$ cat src/rtl/hazard_ctrl.sv
// ============================================================================
// hazard_ctrl : 5-stage pipeline enable/flush sequencer (load-use, branch,
//               D-cache miss wait with timeout trap). Optional perf counters
//               are built when HAZARD_PERF_CNT_EN is defined.
// Revision    : 1.0
// ============================================================================
`default_nettype none

module hazard_ctrl #(
   parameter int unsigned TIMEOUT = 1000
) (
   input  logic        clk_i,
   input  logic        rst_ni,
   input  logic [31:0] inst_d_i,
   input  logic [4:0]  rsW_ex_i,
   input  logic        RegWEn_ex_i,
   input  logic [1:0]  WBSel_ex_i,
   input  logic        br_taken_ex_i,
   input  logic        Valid_cpu2cache_mem_i,
   input  logic        cache_hit_i,
   input  logic        cache_ready_i,
   output logic        en_pc_o,
   output logic        en_if_o,
   output logic        en_id_o,
   output logic        en_ex_o,
   output logic        en_mem_o,
   output logic        rst_if_o,
   output logic        rst_id_o,
   output logic [1:0]  state_o,
   output logic        timeout_err_o,
   output logic [31:0] stall_cnt_o,
   output logic [31:0] flush_cnt_o
);

   localparam logic [1:0]  S_RUN    = 2'b00;
   localparam logic [1:0]  S_MISS   = 2'b01;
   localparam logic [1:0]  S_RESUME = 2'b10;
   localparam logic [1:0]  S_ERR    = 2'b11;
   localparam logic [15:0] CNT_LAST = 16'(TIMEOUT - 1);

   logic [1:0]  state_q, state_d;
   logic [15:0] cnt_q, cnt_d;
   logic [4:0]  rs1, rs2;
   logic        hz_miss, hz_lu;
   logic        unused_inst;

   assign rs1         = inst_d_i[19:15];
   assign rs2         = inst_d_i[24:20];
   assign unused_inst = ^{inst_d_i[31:25], inst_d_i[14:0]};

   assign hz_miss = Valid_cpu2cache_mem_i & ~cache_hit_i;
   assign hz_lu   = RegWEn_ex_i & (WBSel_ex_i == 2'b00) & (rsW_ex_i != 5'd0) &
                    ((rsW_ex_i == rs1) | (rsW_ex_i == rs2));

   always_ff @(posedge clk_i or negedge rst_ni) begin
      if (!rst_ni) begin
         state_q <= S_RUN;
         cnt_q   <= '0;
      end else begin
         state_q <= state_d;
         cnt_q   <= cnt_d;
      end
   end

   always_comb begin
      state_d = state_q;
      cnt_d   = cnt_q;
      case (state_q)
         S_RUN: begin
            if (hz_miss) begin
               state_d = S_MISS;
               cnt_d   = '0;
            end
         end
         S_MISS: begin
            // Ready takes precedence over the timeout in the same cycle
            if (cache_ready_i)          state_d = S_RESUME;
            else if (cnt_q == CNT_LAST) state_d = S_ERR;
            else                        cnt_d   = cnt_q + 16'd1;
         end
         S_RESUME: state_d = S_RUN;
         S_ERR:    state_d = S_ERR;
         default:  state_d = S_RUN;
      endcase
   end

   always_comb begin
      en_pc_o  = 1'b0;
      en_if_o  = 1'b0;
      en_id_o  = 1'b0;
      en_ex_o  = 1'b0;
      en_mem_o = 1'b0;
      rst_if_o = 1'b0;
      rst_id_o = 1'b0;
      if (state_q == S_RUN && !hz_miss) begin
         en_pc_o  = 1'b1;
         en_if_o  = 1'b1;
         en_id_o  = 1'b1;
         en_ex_o  = 1'b1;
         en_mem_o = 1'b1;
         if (br_taken_ex_i) begin
            rst_if_o = 1'b1;
            rst_id_o = 1'b1;
         end else if (hz_lu) begin
            // Hold PC and IF/ID, inject a bubble into ID/EX
            en_pc_o  = 1'b0;
            en_if_o  = 1'b0;
            rst_id_o = 1'b1;
         end
      end
   end

   assign state_o       = state_q;
   assign timeout_err_o = (state_q == S_ERR);

`ifdef HAZARD_PERF_CNT_EN
   logic [31:0] stall_cnt_q, flush_cnt_q;

   always_ff @(posedge clk_i or negedge rst_ni) begin
      if (!rst_ni) begin
         stall_cnt_q <= '0;
         flush_cnt_q <= '0;
      end else begin
         if (!en_pc_o && stall_cnt_q != 32'hFFFF_FFFF)
            stall_cnt_q <= stall_cnt_q + 32'd1;
         if (rst_if_o && flush_cnt_q != 32'hFFFF_FFFF)
            flush_cnt_q <= flush_cnt_q + 32'd1;
      end
   end

   assign stall_cnt_o = stall_cnt_q;
   assign flush_cnt_o = flush_cnt_q;
`else
   assign stall_cnt_o = 32'h0;
   assign flush_cnt_o = 32'h0;
`endif

endmodule

`default_nettype wire
$ cat config.mk
export PLATFORM = sky130hd
export DESIGN_NAME = hazard_ctrl
export DESIGN_NICKNAME = d
export VERILOG_FILES = /design/src/rtl/hazard_ctrl.sv
export SDC_FILE = /design/constraint.sdc
export NUM_CORES = 1
export LEC_CHECK = 0
export BUFFER_PORTS_ARGS = -buffer_cell sky130_fd_sc_hd__clkbuf_2
export CAP_MARGIN = 0
export CORE_ASPECT_RATIO = 1.2
export CORE_UTILIZATION = 30
export DETAILED_ROUTE_END_ITERATION = 16
export PLACE_DENSITY = 0.69
export SLEW_MARGIN = 20
export SYNTH_ARGS = -nofsm -noshare
export SYNTH_HDL_FRONTEND = slang
export SYNTH_SLANG_ARGS = --single-unit
$ cat constraint.sdc
create_clock -name clk_i -period 2.05 [get_ports clk_i]
set_input_delay 0.205 -clock clk_i [delete_from_list [all_inputs] [get_ports clk_i]]
set_output_delay 0.205 -clock clk_i [all_outputs]
set_load 0.05 [all_outputs]
# Word-level counts from Yosys, hierarchy flattened
# Cells that the tools add are included.
# Widths: inputs -> output; s select.
dict set report word_totals {
  regBits 18
  output_inout_bits 74
  in_bits 46
  elab_cells 44
}
dict set report op_classes {
  addsub 1
  n_bitwise 6
  eq_ne 10
  mux 17
  n_reduce_logical 8
}
# op count
set ops {}
lappend ops {{$mux 16} 3}
lappend ops {{$pmux 16 s2} 1}
lappend ops {{$add 16x1->16 const B} 1}
lappend ops {{$eq 16x10->1 const B} 1}
lappend ops {{$eq 5x5->1} 2}
lappend ops {{$mux 1} 9}
lappend ops {{$pmux 2 s4} 1}
lappend ops {{$mux 2} 3}
lappend ops {{$ne 2x2->1 const B} 3}
lappend ops {{$reduce_bool 5->1} 1}
lappend ops {{$and 1x1->1} 4}
lappend ops {{$eq 2x2->1 const B} 2}
lappend ops {{$logic_not 2->1} 2}
lappend ops {{$reduce_and 4->1} 1}
lappend ops {{$ne 3x3->1 const B} 1}
lappend ops {{$eq 2x1->1 const B} 1}
lappend ops {{$reduce_and 2->1} 1}
lappend ops {{$reduce_bool 2->1} 1}
lappend ops {{$logic_and 1x1->1} 1}
lappend ops {{$logic_not 1->1} 1}
lappend ops {{$not 1->1} 1}
lappend ops {{$or 1x1->1} 1}

# Logic depth before layout (Yosys ltp)
dict set report depth {
  word_depth 7
  depth_mapped 7
  mapped_depth_nobuf 5
}

# Worst setup path before layout
# OpenSTA, ideal clock, no wires.
dict set report synth_path {
  path_kind {register to output}
  startpoint {register state_q[0] (netlist: state_o[0])}
  endpoint {output port rst_id_o}
  path_slack_ns -1.292
  required_ns 1.845
  path_buffers 1
  arrival_time_ns 3.137
  stages_incl_launch_ff 5
  path_cell_list {dfrtp_1 -> buf_6 -> nor3_1 -> and2_1 -> o21bai_1}
}
dict set report synth_via {
  elab_chain_cells 3
}
# item line_no
set synth_lines {}
lappend synth_lines {{start, declared} 41} ;# logic [1:0] state_q, state_d;
lappend synth_lines {{start signal, assigned} 60} ;# state_q <= state_d;
lappend synth_lines {{$logic_not 2->1} 95} ;# if (state_q == S_RUN && !hz_miss) begin
lappend synth_lines {{$logic_and 1x1->1} 95}
lappend synth_lines {{$mux 1} 95}
lappend synth_lines {{end, declared} 28} ;# output logic rst_id_o,
# No other way between the ends.

# Worst setup path in the final report
dict set report layout_path {
  startpoint {register state_q[1] (netlist: state_o[1])}
  endpoint {output port rst_id_o}
}
# The elaborated chain is that of the path after synthesis.

==> results.py <==
metrics = {
    "route": {
        "ant_nets": 0,
        "vias": 1442,
        "drt_iter0_markers": 76,
        "routed_wl_mm": 3.42,
        "drc_errors": 0,
        "post_drt_via_cell_ratio": 4.45,
        "wire_per_inst_um": 10.6,
        "dr.pass1.iters": 4,
    },
    "sta": {
        "final-setup-viol-count": 0,
        "fin_skew_ns": 0.00259,
        "hold_viol": 0,
        "rsz0062_at_grt": "no",
        "max_freq_ghz": 0.519,
        "period_minus_slack_ns": 1.93,
        "fin_crit_sh_pct": 94.0,
        "slew_violations": 0,
        "setup_tns_ns": 0,
    },
    "synthesis": {
        "ys_seq_area_share_pct": 25.2,
        "synthSimpleGateAreaFrac_pct": 21.9,
        "async_flop_share_pct": 100,
        "synth_compound_area_share_pct": 14.7,
        "synth_area_leaders": "buf_4 (28%), dfrtp_1 (25%), xor2_1 (4.9%)",
        "synth_seq_cells": 18,
        "synth_area_per_cell_um2": 8.46,
        "synth_fa_ha_area_share_pct": 0.701,
        "synth_edf_count": 0,
        "yosysTopAreaCell": "buf_4",
        "synthCells": 211,
        "synth_top_family_by_area": "buffers and inverters",
        "synth_ff_type": "dfrtp_1",
        "yosys-mux-area-fraction_pct": 0.631,
        "ys_warn_count": 0,
        "ys_types": 47,
        "synth-xor-area-share_pct": 4.91,
        "syn_area_um2": 1780,
        "yosysTopAreaCellShare_pct": 28.2,
    },
    "outcome": {
        "run_status": "completed",
    },
    "clocking": {
        "clock_latency_ns": 0.25,
        "cts-root-buf": "clkbuf_8",
        "cts.repair.resized": 0,
        "cts_buffer_depth": 2,
        "cts.clk_slew.worst_paths_ns": 0.07,
        "numCtsBuffers": 3,
        "cts_tree": "yes",
        "htreeDepth": 1,
        "clock_sinks": 18,
    },
    "layout": {
        "drive_gt1_share_pct": 20.9,
        "diodes": 0,
        "multi_input_area_um2": 1040,
        "ff_latch_area_um2": 453,
        "nets": 292,
        "fin_cells": 324,
        "area_delta_synth_final_pct": 4.49,
        "fillers": 641,
    },
    "setup_path": {
        "crit_type": "flip-flop to output pin",
        "path_delay_family": "simple AND/OR/NAND/NOR gates",
        "cp_max_fo": 9,
        "crit_chain": "or4_1 > o21bai_4 > clkbuf_2",
        "cp.arrival_ns": 1.72,
        "crit_slowest_cell": "or4_1",
        "critPathMaxStageDelay_ns": 0.59,
        "critPathLaunchType": "flip-flop",
        "cp-end-kind": "output pin",
        "crit_required_ns": 1.85,
        "path_buf_inv": 1,
    },
    "power_and_ir_drop": {
        "p_per_area_nw_per_um2": 1040,
        "power_leakage_nw": 0.913,
        "p_total_mw": 1.94,
        "ir_drop_uv": 397,
    },
    "floorplanning": {
        "rows": 30,
        "boundaryPins": 120,
        "core_um2": 5710,
        "initial_utilization_pct": 31.3,
        "die_w_um": 72.4,
        "die_h_um": 86.5,
        "die-area_um2": 6260,
    },
    "placed_design": {
        "hpwlAfterDp_mm": 2.67,
        "gp_congestion": 0.866,
        "portBuffers": 33,
        "placedCellCount": 319,
    },
    "grt": {
        "grt_pass1_vias": 1232,
        "track_usage_pct": 10.5,
        "antenna_found_initial": 0,
        "grt_pass1_wl_mm": 5.32,
        "grt_start_max_net_pins": 19,
        "grt_overflow": 0,
    },
    "worst_hold_path": {
        "hold_path_class": "input port to flip-flop",
    },
    "flow_run": {
        "cap_violations": 0,
    },
}
==> cells by family after synthesis <==
group                      after synthesis
AOI/OAI and AO/OA                       37
xor gates and xnor gates                10
adders and majority gates                1
buffers and inverters                   77
DFF                                     18
muxes                                    1
other                                    1
and+or+nand+nor                         66
==> layout make-up <==
| cell class | instances | area share [%] |
|---|---|---|
| multi-input combinational | 179 | 55.7 |
| sequential | 18 | 24.3 |
| timing repair buffer | 39 | 11.4 |
| tap | 80 | 5.37 |
| clock buffer | 4 | 2.42 |
| inverter | 4 | 0.805 |
==> sequential cells by signal, summed over array words and instances, names as in the netlist <==
register and cells:
cnt_q 16, state_o 2
==> cells in the mapped netlist, types with 2 or more instances <==
| cell type | number |
|---|---|
| nor3_1 | 6 |
| o31ai_1 | 6 |
| or4_1 | 2 |
| buf_4 | 67 |
| a21o_1 | 2 |
| nor2_1 | 9 |
| and2_1 | 5 |
| nand2_1 | 9 |
| inv_1 | 4 |
| nand3_1 | 6 |
| o31a_1 | 2 |
| xor2_1 | 10 |
| nor4b_1 | 3 |
| a221o_1 | 2 |
| a211o_1 | 2 |
| nor2b_1 | 2 |
| and3_1 | 2 |
| buf_2 | 2 |
| buf_6 | 3 |
| nor4_1 | 3 |
| nand4_1 | 4 |
| nand2b_1 | 5 |
| o21ai_0 | 11 |
| and4_1 | 2 |
| a31oi_1 | 3 |
| dfrtp_1 | 18 |
==> per-layer routing <==
layer | track usage (%) | wire length, um | vias to the layer above
li1 | - | - | 682
met1 | 11.5 | 1410 | 686
met2 | 20.8 | 1750 | 72
met3 | 1.51 | 248 | 2
met4 | 2.67 | 14 | 0
met5 | 0 | 0 | -
==> metrics by stage <==
stage	utilization (%)	hold WS [ns]	instance area [um2]	setup slack [ns]
6_report	32.7	0.244	1860	0.124
5_1_grt	32.7	0.265	1860	0.0619
4_1_cts	32.7	0.244	1860	0.108
3_5_place_dp	31.7	0.182	1810	0.155
3_3_place_gp	31.7	0.181	1810	0.153
2_1_floorplan	-	-0.0906	2060	0.0662
==> path summary, 6_finish.rpt <==
check | start | endpoint | slack, ns | depth (start not counted)
worst max-delay path | state_o[1] | rst_id_o | 0.12 | 3
worst min-delay path | cache_ready_i | state_o[0] | 0.24 | 3
worst max register to register | cnt_q[0] | cnt_q[7] | 0.18 | 5
worst min register to register | cnt_q[6] | cnt_q[6] | 0.53 | 1
max in group asynchronous | rst_ni | state_o[1] | 1.27 | 2
min in group asynchronous | rst_ni | cnt_q[9] | 0.44 | 2
==> worst register-to-register path, stage by stage (launching register included) <==
cell     delay (ns)
dfrtp_1        0.43
ha_1           0.24
nor4b_1        0.14
and4_1         0.22
or2_1          0.33
a221o_1        0.39
==> cell usage in the layout (no fill, tap or decap), types with 4 or more instances in the layout <==
cell       n
dfrtp_1   16
clkbuf_2  33
inv_1      4
buf_4      5
nand3_1    6
nand4_1    4
nor3_1     5
nand2_1    9
o21ai_0   11
nor2_1     9
and2_1     4
nand2b_1   5
xor2_1    10
o31ai_1    6
conb_1    64
==> power by group <==
group | leakage, nW | internal [mW] | switching [mW]
sequential | 0.244 | 0.425 | 0.118
clock | 0.0228 | 0.138 | 0.118
combinational | 0.646 | 0.274 | 0.866
==> what timing repair did <==
item                                   4_1_cts  5_1_grt
hold buffers                                 1        0
buffers inserted                             0        0
endpoints found under the hold margin       18        0
Note: power is estimated with default switching activity, not from simulation.
